==> src/rtl/pong_pkg.sv <==
// Shared types and default geometry for the pong ball datapath.
package pong_pkg;

   // Ball controller states.
   typedef enum logic [1:0] {
      SERVE  = 2'd0,
      MOVE   = 2'd1,
      SCORED = 2'd2
   } state_t;

   // Per-frame velocity in pixels, two's complement.
   typedef logic signed [2:0] vel_t;

   // Working width for position arithmetic and comparisons. It has enough
   // headroom for a 10-bit position plus ball or paddle extents.
   typedef logic signed [11:0] coord_t;

   // Default screen and paddle geometry.
   localparam int DEF_H_RES      = 640;
   localparam int DEF_V_RES      = 480;
   localparam int DEF_BALL_SIZE  = 8;
   localparam int DEF_PADDLE_H   = 64;
   localparam int DEF_PADDLE_W   = 8;
   localparam int DEF_PADDLE_L_X = 16;
   localparam int DEF_PADDLE_R_X = 616;
   localparam int DEF_SERVE_WAIT = 60;

   // The most negative code has no positive counterpart.
   localparam vel_t VEL_MOST_NEG = 3'b100;

   // Maps a raw serve vector onto a usable velocity.
   // -4 is clamped to -3 so that a later bounce can negate it.
   // When no_zero is set, 0 becomes +1 so the ball always travels horizontally.
   function automatic vel_t load_vel(input vel_t raw, input logic no_zero);
      vel_t v;
      v = raw;
      if (raw == VEL_MOST_NEG)
         v = vel_t'(-3);
      else if (no_zero && (raw == vel_t'(0)))
         v = vel_t'(1);
      return v;
   endfunction

endpackage

==> src/rtl/ball_motion_serve_timer.sv <==
// Serve delay counter: counts frame ticks and pulses done on the WAIT-th one.
module serve_timer #(
   parameter int WAIT = 60,
   localparam int CW  = (WAIT > 1) ? $clog2(WAIT) : 1
) (
   input  logic clk,
   input  logic rst,
   input  logic clear,
   input  logic tick,
   output logic done
);

   localparam logic [CW-1:0] LAST = CW'(WAIT - 1);

   logic [CW-1:0] count;

   // done marks the tick that completes the wait. The counter wraps to zero on that same edge.
   assign done = tick && !clear && (count == LAST);

   // Tick counter. It is held at zero whenever the owner is not serving.
   always_ff @(posedge clk) begin
      // NOTE: state registers use non-blocking assignment.
      // This lets every flop sample the pre-edge values, regardless of the order of the statements.
      if (rst || clear || done)
         count <= '0;
      else if (tick)
         count <= count + CW'(1);
   end

endmodule

==> src/rtl/ball_motion.sv <==
// Ball motion controller.
// Serves from screen centre, moves once per frame, bounces off the walls
// and the paddles, and reports points when the ball leaves past a paddle.
module ball_motion
   import pong_pkg::*;
#(
   parameter int H_RES      = DEF_H_RES,
   parameter int V_RES      = DEF_V_RES,
   parameter int BALL_SIZE  = DEF_BALL_SIZE,
   parameter int PADDLE_H   = DEF_PADDLE_H,
   parameter int PADDLE_W   = DEF_PADDLE_W,
   parameter int PADDLE_L_X = DEF_PADDLE_L_X,
   parameter int PADDLE_R_X = DEF_PADDLE_R_X,
   parameter int SERVE_WAIT = DEF_SERVE_WAIT
) (
   input  logic       clk,
   input  logic       rst,
   input  logic       frame_tick,
   input  logic [2:0] x_vect_in,
   input  logic [2:0] y_vect_in,
   input  logic [9:0] paddle_l_y,
   input  logic [9:0] paddle_r_y,
   output logic [9:0] ball_x,
   output logic [9:0] ball_y,
   output logic       score_l,
   output logic       score_r,
   output logic       serving
);

   // Serve position: the ball is centred on the screen.
   localparam logic [9:0] CX = 10'(H_RES / 2 - BALL_SIZE / 2);
   localparam logic [9:0] CY = 10'(V_RES / 2 - BALL_SIZE / 2);

   // Geometry used in comparisons, at the signed working width.
   localparam coord_t BSZ    = coord_t'(BALL_SIZE);
   localparam coord_t PAD_H  = coord_t'(PADDLE_H);
   localparam coord_t L_FACE = coord_t'(PADDLE_L_X + PADDLE_W);
   localparam coord_t R_FACE = coord_t'(PADDLE_R_X);
   localparam coord_t X_MAX  = coord_t'(H_RES - BALL_SIZE);
   localparam coord_t Y_MAX  = coord_t'(V_RES - BALL_SIZE);

   // Positions the ball snaps to after a bounce.
   localparam logic [9:0] X_L_STOP = 10'(PADDLE_L_X + PADDLE_W);
   localparam logic [9:0] X_R_STOP = 10'(PADDLE_R_X - BALL_SIZE);
   localparam logic [9:0] Y_BOT    = 10'(V_RES - BALL_SIZE);

   state_t     state_q, state_d;
   logic [9:0] ball_x_q, ball_x_d;
   logic [9:0] ball_y_q, ball_y_d;
   vel_t       vx_q, vx_d;
   vel_t       vy_q, vy_d;
   logic       score_l_q, score_l_d;
   logic       score_r_q, score_r_d;

   logic timer_clear;
   logic timer_done;

   // The serve counter only runs in SERVE. Any other state keeps it cleared,
   // so ticks seen in SCORED cannot shorten the next serve.
   assign timer_clear = (state_q != SERVE);

   serve_timer #(
      .WAIT (SERVE_WAIT)
   ) u_serve_timer (
      .clk   (clk),
      .rst   (rst),
      .clear (timer_clear),
      .tick  (frame_tick),
      .done  (timer_done)
   );

   // Candidate next position: 11-bit signed sum with the velocity sign-extended.
   logic signed [10:0] vx_ext, vy_ext;
   logic signed [10:0] nx, ny;

   assign vx_ext = {{8{vx_q[2]}}, vx_q};
   assign vy_ext = {{8{vy_q[2]}}, vy_q};
   assign nx     = $signed({1'b0, ball_x_q}) + vx_ext;
   assign ny     = $signed({1'b0, ball_y_q}) + vy_ext;

   // Widened copies so the comparisons below are all signed and width-matched.
   coord_t nx_w, ny_w, bx_w, by_w, pl_w, pr_w;

   assign nx_w = {nx[10], nx};
   assign ny_w = {ny[10], ny};
   assign bx_w = {2'b00, ball_x_q};
   assign by_w = {2'b00, ball_y_q};
   assign pl_w = {2'b00, paddle_l_y};
   assign pr_w = {2'b00, paddle_r_y};

   logic overlap_l, overlap_r;
   logic hit_l, hit_r;
   logic miss_l, miss_r;

   // Vertical overlap with each paddle, using the ball position before the move.
   assign overlap_l = (by_w + BSZ > pl_w) && (by_w < pl_w + PAD_H);
   assign overlap_r = (by_w + BSZ > pr_w) && (by_w < pr_w + PAD_H);

   // A paddle hit requires two things.
   // The ball must reach or cross the paddle face during this move.
   // The ball must have started on the playfield side of that face.
   assign hit_l = vx_q[2] && (nx_w <= L_FACE) && (bx_w >= L_FACE) && overlap_l;
   assign hit_r = !vx_q[2] && (vx_q != vel_t'(0)) &&
                  (nx_w + BSZ >= R_FACE) && (bx_w + BSZ <= R_FACE) && overlap_r;

   // A ball that leaves on the left scores for the right player, and vice versa.
   assign miss_r = nx[10];
   assign miss_l = (nx_w > X_MAX);

   // Next-state and next-datapath logic for the controller.
   always_comb begin
      // NOTE: every always_comb output is given a default first.
      // A path that forgets to assign an output would otherwise infer a latch.
      state_d   = state_q;
      ball_x_d  = ball_x_q;
      ball_y_d  = ball_y_q;
      vx_d      = vx_q;
      vy_d      = vy_q;
      score_l_d = 1'b0;
      score_r_d = 1'b0;

      unique case (state_q)
         SERVE: begin
            ball_x_d = CX;
            ball_y_d = CY;
            if (timer_done) begin
               vx_d    = load_vel(vel_t'(x_vect_in), 1'b1);
               vy_d    = load_vel(vel_t'(y_vect_in), 1'b0);
               state_d = MOVE;
            end
         end

         MOVE: begin
            if (frame_tick) begin
               if (!hit_l && !hit_r && (miss_l || miss_r)) begin
                  // A point freezes the ball where it is and suppresses any wall bounce.
                  score_r_d = miss_r;
                  score_l_d = miss_l;
                  state_d   = SCORED;
               end else begin
                  // Horizontal: a paddle bounce or a plain move.
                  if (hit_l) begin
                     ball_x_d = X_L_STOP;
                     vx_d     = -vx_q;
                  end else if (hit_r) begin
                     ball_x_d = X_R_STOP;
                     vx_d     = -vx_q;
                  end else begin
                     ball_x_d = nx[9:0];
                  end

                  // Vertical: this is independent of the horizontal result,
                  // so a corner hit bounces on both axes.
                  if (ny[10]) begin
                     ball_y_d = '0;
                     vy_d     = -vy_q;
                  end else if (ny_w > Y_MAX) begin
                     ball_y_d = Y_BOT;
                     vy_d     = -vy_q;
                  end else begin
                     ball_y_d = ny[9:0];
                  end
               end
            end
         end

         SCORED: begin
            // This state lasts one cycle and ignores frame_tick. The ball returns to centre.
            state_d  = SERVE;
            ball_x_d = CX;
            ball_y_d = CY;
            vx_d     = vel_t'(0);
            vy_d     = vel_t'(0);
         end

         default: begin
            state_d  = SERVE;
            ball_x_d = CX;
            ball_y_d = CY;
            vx_d     = vel_t'(0);
            vy_d     = vel_t'(0);
         end
      endcase
   end

   // State and datapath registers.
   // A synchronous reset drops any ball in flight without awarding a point.
   always_ff @(posedge clk) begin
      if (rst) begin
         state_q   <= SERVE;
         ball_x_q  <= CX;
         ball_y_q  <= CY;
         vx_q      <= vel_t'(0);
         vy_q      <= vel_t'(0);
         score_l_q <= 1'b0;
         score_r_q <= 1'b0;
      end else begin
         state_q   <= state_d;
         ball_x_q  <= ball_x_d;
         ball_y_q  <= ball_y_d;
         vx_q      <= vx_d;
         vy_q      <= vy_d;
         score_l_q <= score_l_d;
         score_r_q <= score_r_d;
      end
   end

   assign ball_x  = ball_x_q;
   assign ball_y  = ball_y_q;
   assign score_l = score_l_q;
   assign score_r = score_r_q;
   assign serving = (state_q == SERVE);

endmodule

==> config.mk <==
export PLATFORM = sky130hd
export DESIGN_NAME = ball_motion
export DESIGN_NICKNAME = d
export VERILOG_FILES = /design/src/rtl/pong_pkg.sv /design/src/rtl/ball_motion_serve_timer.sv /design/src/rtl/ball_motion.sv
export SDC_FILE = /design/constraint.sdc
export NUM_CORES = 1
export LEC_CHECK = 0
export CAP_MARGIN = 20
export CORE_ASPECT_RATIO = 0.7
export CORE_UTILIZATION = 40
export CTS_CLUSTER_SIZE = 8
export DETAILED_ROUTE_END_ITERATION = 16
export PLACE_DENSITY = 0.69
export SYNTH_ARGS = -nofsm -noshare
export SYNTH_HDL_FRONTEND = slang
export SYNTH_SLANG_ARGS = --single-unit
export TNS_END_PERCENT = 100
==> constraint.sdc <==
create_clock -name clk -period 3.8 [get_ports clk]
set_input_delay 0.38 -clock clk [delete_from_list [all_inputs] [get_ports clk]]
set_output_delay 0.38 -clock clk [all_outputs]
set_load 0.01 [all_outputs]
# Yosys cells after proc, flatten, opt, wreduce, memory -nomap -nowiden
# Cells that the tools add are included.
[totals]
in_bits = 29
regBits = 36
word_cells = 94
[classes]
n_reduce_logical = 30
order_cmp = 10
n_eq_ne = 10
bitwise = 3
add_sub_neg = 10
n_mux = 23
[op_table]
columns = ["op", "count"]
rows = [
  ["$mux 10", 4],
  ["$mux 3", 13],
  ["$add 10x4->11 const B", 2],
  ["$add 10x7->11 const B", 2],
  ["$add 11x3->11", 2],
  ["$lt 10x11->1", 2],
  ["$logic_and 1x1->1", 13],
  ["$add 11x5->12 const B", 1],
  ["$ge 12x11->1 const B", 1],
  ["$gt 12x11->1", 1],
  ["$pmux 3 s2", 2],
  ["$gt 11x10->1", 1],
  ["$gt 11x10->1 const B", 1],
  ["$gt 11x11->1 const B", 1],
  ["$le 11x10->1 const B", 1],
  ["$le 11x6->1 const B", 1],
  ["$ge 10x5->1 const B", 1],
  ["$reduce_and 4->1", 2],
  ["$add 6x1->6 const B", 1],
  ["$eq 3x3->1 const B", 2],
  ["$eq 6x6->1 const B", 1],
  ["$mux 2", 3],
  ["$ne 2x2->1 const B", 3],
  ["$ne 3x3->1 const B", 2],
  ["other kinds (15)", 23],
]

# Logic depth before layout (Yosys ltp)
# Gate-level depths: netlist (run 1).
[logic_depth]
depth_word = 12
ltp_mapped = 19
mapped_depth_nobuf = 17

# Hierarchy
# A second synthesis (run 1) with hierarchy kept.
[unflattened]
hier_cells = 490
hier_area_um2 = 3854.9
[modules_own_cells]
columns = ["module", "cells_each", "n_inst", "area_each_um2"]
rows = [
  ["ball_motion", 461, 1, 3573.4],
  ["serve_timer", 29, 1, 281.5],
]

# Worst setup path before layout (run 1)
# OpenSTA, ideal clock, no wires.
[synth_path]
kind = "reg2reg"
start = "register ball_x_q[0], in the netlist ball_x[0]"
end = "register ball_y_q[0], in the netlist ball_y[0]"
slack_ps = -111
t_arrival_ps = 3783
path_stages_with_launch = 18
setup_ps = 128
path_cell_list = "dfxtp_1 -> ha_1 -> inv_1 -> fa_1 -> nand2b_1 -> o2bb2ai_1 -> xnor2_2 -> inv_1 -> ha_1 -> or4_1 -> a32o_1 -> o31ai_1 -> a211o_2 -> a31oi_1 -> buf_2 -> buf_4 -> nand4_1 -> o31ai_2"
[synth_via]
elab_chain_cells = 11
word_cells_on_any_way = 21
classes_between = "add/sub (3); order compare (5); bitwise (1); reduce/logical (12)"
[synth_lines]
columns = ["item", "line", "text"]
rows = [
  ["start, declared", "ball_motion.sv:48", "logic [9:0] ball_x_q, ball_x_d;"],
  ["start signal, assigned", "ball_motion.sv:199", "ball_x_q <= ball_x_d;"],
  ["$add 11x3->11", "ball_motion.sv:78", "assign nx = $signed({1'b0, ball_x_q}) + vx_ext;"],
  ["$add 11x5->12", "ball_motion.sv:104", "(nx_w + BSZ >= R_FACE) && (bx_w + BSZ <= R_FACE) && overlap_r;"],
  ["$ge 12x11->1", "ball_motion.sv:104", ""],
  ["$logic_and 1x1->1", "ball_motion.sv:103", "assign hit_r = !vx_q[2] && (vx_q != vel_t'(0)) &&"],
  ["$logic_and 1x1->1 (2 in series)", "ball_motion.sv:104", ""],
  ["$logic_not 1->1", "ball_motion.sv:135", "if (!hit_l && !hit_r && (miss_l || miss_r)) begin"],
  ["$logic_and 1x1->1", "ball_motion.sv:135", ""],
  ["$logic_and 1x1->1 (*)", "ball_motion.sv:135", ""],
  ["$not 1->1 (no source line) (*)", "--", ""],
  ["$reduce_and 2->1 (no source line) (*)", "--", ""],
  ["end signal, assigned", "ball_motion.sv:200", "ball_y_q <= ball_y_d;"],
  ["end, declared", "ball_motion.sv:49", "logic [9:0] ball_y_q, ball_y_d;"],
]
# Every way passes the cells marked *; elsewhere a longest branch is shown, timed or not.
# A chain may end at the register's enable or synchronous reset.

# Worst setup path in the final report (run 1)
[layout_path]
start = "register vx_q[2]"
end = "register ball_x_q[8], in the netlist ball_x[8]"
[layout_via]
elab_chain_cells = 11
word_cells_on_any_way = 23
classes_between = "add/sub (2); order compare (3); mux (2); bitwise (1); reduce/logical (15)"
[layout_lines]
columns = ["item", "line", "text"]
rows = [
  ["start, declared", "ball_motion.sv:50", "vel_t vx_q, vx_d;"],
  ["start signal, assigned", "ball_motion.sv:193", "vx_q <= vel_t'(0);"],
  ["start signal, assigned", "ball_motion.sv:201", "vx_q <= vx_d;"],
  ["$add 11x3->11", "ball_motion.sv:78", ""],
  ["$add 11x5->12", "ball_motion.sv:104", ""],
  ["$ge 12x11->1", "ball_motion.sv:104", ""],
  ["$logic_and 1x1->1", "ball_motion.sv:103", ""],
  ["$logic_and 1x1->1 (2 in series)", "ball_motion.sv:104", ""],
  ["$logic_not 1->1", "ball_motion.sv:135", ""],
  ["$logic_and 1x1->1 (2 in series)", "ball_motion.sv:135", ""],
  ["$not 1->1 (no source line)", "--", ""],
  ["$reduce_and 2->1 (no source line)", "--", ""],
]
# Parallel ways exist; a longest one is shown, timed or not.

==> results of run 1 <==
-- worst max-delay path: stages (launching register included) --
cell      delay, ps
dfxtp_1         420
buf_4           190
ha_1            320
a21oi_2         260
o211ai_1        220
and3_1          240
nor2_2          210
nand4_1         190
maj3_2          360
a211o_2         320
buf_6           140
a31oi_4         330
buf_6           180
nand2b_4        120
o311ai_2        100
-- state kept, by name, indices dropped and copies added (netlist names) --
signal               cells
score_r                  1
vy_q                     3
ball_y                  10
u_serve_timer.count      6
ball_x                  10
vx_q                     3
state_q                  2
score_l                  1
-- report_power, final --
part	leakage [nW]	switching [mW]	internal, mW
Sequential	0.293	0.00215	0.379
Clock	0.0841	0.161	0.308
Combinational	1.79	0.0597	0.0714
-- routing by layer --
layer	routed length (um)	share of wire (%)	track usage [%]
met5	0	0	0
met4	38	0.34	2.16
met3	716	6.4	2.85
met1	5420	49	31.8
met2	4970	45	34.3
-- cell usage in the layout (no fill, tap or decap), types with 3 or more instances in the layout --
cell	instances
nor2b_1	5
a21o_1	12
o21ai_0	16
and3_1	3
inv_1	39
nand2b_1	10
clkbuf_16	7
nand3_1	13
o211ai_1	8
xor2_1	13
nand3b_1	3
o31ai_1	4
a31oi_1	5
inv_2	3
clkdlybuf4s50_1	51
a21oi_1	30
dfxtp_1	33
o31ai_2	4
or4_1	3
mux2i_1	3
nand4_1	12
o21ai_1	9
nor4_1	5
a211o_1	5
nor2_1	32
nand2_1	31
o21a_1	3
and4_1	3
nand3_2	3
nor3_2	3
nor3_1	15
xnor2_1	14
buf_4	25
nand2b_4	3
o2111ai_1	3
ha_1	60
-- final timing paths --
kind	slack, ps	endpoint	depth (start not counted)	from
min	500	u_serve_timer.count[5]	2	u_serve_timer.count[5]
max	60	ball_x[8]	14	vx_q[2]
max reg2reg	60	ball_x[8]	14	vx_q[2]
min reg2reg	500	u_serve_timer.count[5]	2	u_serve_timer.count[5]
-- logic make-up (layout without fill, tap and decap cells) --
kind of cell	count (synthesis)	count (layout)	synth area share [%]
fa+ha+maj	66	66	21.6
compound gates	134	134	23.8
xor+xnor	30	30	7.45
flops	36	36	18.6
buf+inv	55	132	5.74
mux	5	5	1.35
simple gates	161	161	21.4
-- what timing repair did --
action / 4_1_cts / 5_1_grt
buffers inserted: 0 / 3
setup endpoints to repair: 21 / 28
resized for setup: 4 / 35
gates cloned: 0 / 2
pin swaps: 2 / 16
-- through the flow --
step	utilization [%]	area, um2
6_report	55.5	5140
3_3_place_gp	50.9	4710
5_1_grt	55.5	5140
3_5_place_dp	50.9	4710
4_1_cts	52.8	4890
2_1_floorplan	-	3910
-- cell type report --
| cell class | count | area (um2) | share of cell area (%) |
|---|---|---|---|
| Clock buffer | 5 | 125 | 2.44 |
| Multi-Input combinational cell | 396 | 3140 | 61.0 |
| Timing Repair Buffer | 82 | 795 | 15.5 |
| Clock inverter | 3 | 41.3 | 0.804 |
| Sequential cell | 36 | 727 | 14.2 |
| Inverter | 42 | 158 | 3.07 |
| Tap cell | 124 | 155 | 3.02 |
==> flow_metrics.tcl, run 1 <==
set metrics [dict create \
    syn_area_per_cell_um2 7.97 \
    core-area_um2 9250 \
    htree_levels 2 \
    hold_class "flop to flop" \
    hpwlAfterDp_um 8420 \
    placedCellCount 674 \
    rows 29 \
    wl_per_cell_um 16.2 \
    crit_path_start_kind "flop" \
    ys_ff_latch 36 \
    viasPerCell 5.72 \
    timing_hold_violations_final 0 \
    synth.top_cell.area_share_pct 20.3 \
    tns_ps 0 \
    synth-edff-count 0 \
    final_cells 688 \
    cts_hold_buf 0 \
    grt_pass1_vias 3640 \
    first_pass_iters 5 \
    min_period_ps 3740 \
    ys_types 68 \
    async_flop_share_pct 0 \
    cts_buffers 5 \
    place_congestion 0.887 \
    grt_max_degree 24 \
    ys_top_cells_by_count "63 x ha_1, 41 x inv_1, 36 x dfxtp_1" \
    status "finished, final reports clean" \
    postRouteAntennaNets 0 \
    cts.clk_slew.worst_paths_ps 60 \
    tightest_slew_ps 794 \
    crit_type "flop to flop" \
    synth_most_common_cell "ha_1" \
    io_pins 52 \
    drt-total-wl_um 11100 \
    drc 0 \
    period_share_pct 98.4 \
    timing.fmax_mhz 267 \
    leakage_nw 2.16 \
    cts_tree "yes" \
    drt_iter0_markers 279 \
    syn2layout_area_growth_pct 32.4 \
    start_util_pct 41.9 \
    ys_seq_area_share_pct 18.6 \
    yosysTopAreaCell "ha_1" \
    setup_ws_ps 61.1 \
    ys_dominant_reg_cell "dfxtp_1" \
    hold_slack_ps 499 \
    power_density_nw_per_um2 191 \
    finalNetCount 657 \
    cp-end-kind "flop" \
    maxSlewViolCount 0 \
    vias 3938 \
    grt_pass1_wl_um 17800 \
    p_total_mw 0.982 \
    grt_usage_pct 21.5 \
    clock_skew_ps 4.90 \
    fp.dieW_um 120 \
    drv_cap 0 \
    antenna_found_initial 0 \
    clk_latency_ps 280 \
    synth_area_leaders "ha_1 20%, dfxtp_1 19%, a21oi_1 4.1%, inv_1 4.0%, nor2_1 3.2%" \
    clockBufferDepth 2 \
    syn-num-nets 581 \
    syn_area_um2 3880 \
    place_ws_ps -52.0 \
    port_buffers 51 \
    die_y_um 84.4 \
    ir_drop_v 0.000166 \
    yosys_warnings 0 \
    drive_gt1_share_pct 16.1 \
    relSlewSlack_pct 46.9 \
    cp.arrival_ps 3890 \
    fill_cells 811 \
    grt_overflow 0 \
    synthCells 487 \
    cp.required_ps 3950 \
    cts_sinks 36 \
    setup_violations 0 \
    critical_path.max_fanout 8 \
    rsz0062_at_grt "true" \
    antennaDiodeCount 0 \
    dieArea_um2 10100 \
    clockRootBuffer "clkbuf_16" \
]
Note: power is estimated with default switching activity, not from simulation.
==> run 2: changes to the inputs <==
--- a/config.mk
+++ b/config.mk
@@ -7,6 +7,7 @@
 export LEC_CHECK = 0
 export CAP_MARGIN = 20
 export CORE_ASPECT_RATIO = 0.7
+export CORE_MARGIN = 4
 export CORE_UTILIZATION = 40
 export CTS_CLUSTER_SIZE = 8
 export DETAILED_ROUTE_END_ITERATION = 16
==> run 2 against run 1 <==
  * Sequential share of layout area about the same
  * Core utilization unchanged
  * Design area unchanged
  * Largest cell class unchanged
  * Register-to-register slack worse by 30 ps
  * Combinational power about the same
  * Die area up 12%
  * Fmax down 0.67%
==> flow_metrics.tcl, run 2 (synthesis gave the netlist of run 1 again) <==
set metrics [dict create \
    grt_pass1_vias 3788 \
    dpl-instance-area_um2 4690 \
    die_y_um 90.4 \
    cts_buffers 5 \
    hpwlAfterDp_um 8540 \
    grt_usage_pct 19.6 \
    antenna_found_initial 0 \
    leakage_nw 2.16 \
    htree_levels 2 \
    relSlewSlack_pct 50.9 \
    met3_usage_pct 3.37 \
    drt-total-wl_um 11500 \
    io_pins 52 \
    critical_path.max_fanout 6 \
    grt_pass1_wl_um 18900 \
    timing.fmax_mhz 266 \
    postRouteAntennaNets 0 \
    grtUsageMet2_pct 30.6 \
    clk_latency_ps 280 \
    vias 4010 \
    cts_tree "yes" \
    first_pass_iters 5 \
    rows 29 \
    power_density_nw_per_um2 178 \
    cp.arrival_ps 3950 \
    finalNetCount 660 \
    drv_cap 0 \
    cts.clk_slew.worst_paths_ps 60 \
    core-area_um2 9250 \
    min_period_ps 3760 \
    final_util_pct 55.5 \
    port_buffers 51 \
    crit_path_start_kind "flop" \
    hold_class "flop to flop" \
    maxSlewViolCount 0 \
    clock_skew_ps 5.75 \
    wl_per_cell_um 16.6 \
    crit_type "flop to flop" \
    dieArea_um2 11400 \
    timing_hold_violations_final 0 \
    start_util_pct 41.9 \
    busiest_layer "met2" \
    drive_gt1_share_pct 16.8 \
    cp-end-kind "flop" \
    fp.dieW_um 126 \
    syn2layout_area_growth_pct 32.4 \
    grt_max_degree 18 \
    clockRootBuffer "clkbuf_16" \
    crit_path_max_incr_delay_ps 500 \
    grt_overflow 0 \
    most-common-layout-cells "60 x ha_1, 51 x clkdlybuf4s50_1, 39 x inv_1" \
    path_buf_inv 4 \
    final_area_um2 5140 \
    drt_iter0_markers 245 \
    cts_sinks 36 \
    antennaDiodeCount 0 \
    drc 0 \
    slowest_stage "or4_4" \
    status "finished, final reports clean" \
    rsz0062_at_grt "true" \
    hold_slack_ps 493 \
    viasPerCell 5.80 \
    cts_hold_buf 0 \
    grt_util_met1_pct 28.2 \
    clockBufferDepth 2 \
    crit_family "compound AO/OA/AOI/OAI gates" \
    tightest_slew_ps 735 \
    final_common_cell "ha_1" \
    period_share_pct 99.1 \
    ir_drop_v 0.000228 \
    cp.required_ps 3980 \
    setup_violations 0 \
    crit_chain "ha_4, inv_2, fa_2, nand2b_4, o2bb2ai_4, xnor2_2, inv_2, ha_4, or4_4, a32o_2, o31ai_2, a211o_2, buf_6, a31oi_4, buf_4, nand2b_1, o311ai_2" \
    place_congestion 0.933 \
]
==> run 2: cell count changes in the layout (fill, tap and decap cells not counted), moves of 2 or more <==
cell / change
o21ai_2: +3
nand3_1: +2
clkbuf_16: -2
nand3_2: -3
o21ai_1: -3
a21oi_1: -3
buf_6: +2
nand2b_1: +2
nand2b_4: -2
buf_16: +2
a21oi_2: +2
==> run 2: routing by layer <==
metal  part of all wire (%)  wire, um
met1                     47      5450
met2                     45      5120
met3                    6.8       779
met4                    1.1       127
met5                      0         0
==> run 2: power by group <==
part / total (mW) / switching, mW / internal, mW
clock: 0.399 / 0.158 / 0.241
sequential: 0.381 / 0.00214 / 0.379
combinational: 0.134 / 0.0610 / 0.0727
==> run 2: layout make-up <==
| type | instances | area (um2) |
|---|---|---|
| inverter | 42 | 158 |
| tap | 124 | 155 |
| fill | 829 | 4120 |
| clock buffer | 5 | 125 |
| clock inverter | 3 | 18.8 |
| multi-input combinational | 396 | 3120 |
| sequential | 36 | 726 |
| timing repair buffer | 85 | 831 |
==> run 2: through the flow <==
stage / setup TNS, ps / worst slack (ps) / total power, mW / std cells
after detailed placement: -865 / -87.1 / 0.509 / 671
final: 0 / 35.7 / 0.914 / 691
after floorplan: 0 / 23.8 / 0.458 / 487
after CTS: 0 / 7.74 / 0.917 / 686
after global routing: -336 / -95.5 / 0.957 / 691
after global placement: 0 / 42.7 / 0.504 / 671
==> run 2: worst min-delay path: stages, from the launching register on <==
cell     delay, ps
dfxtp_1        310
o21ai_0         70
a21oi_1         60
==> run 2: worst paths after layout <==
path / from / endpoint / slack (ps) / depth (start not counted)
max: vx_q[0] / ball_x[8] / 40 / 17
min: u_serve_timer.count[5] / u_serve_timer.count[5] / 490 / 2
max reg2reg: vx_q[0] / ball_x[8] / 40 / 17
min reg2reg: u_serve_timer.count[5] / u_serve_timer.count[5] / 490 / 2
==> run 2: repair_timing <==
| action | 4_1_cts | 5_1_grt |
|---|---|---|
| pin swaps | 5 | 17 |
| cloned | 3 | 0 |
| resized for setup | 13 | 30 |
| buffers inserted | 4 | 4 |
| endpoints found under the setup margin | 23 | 27 |
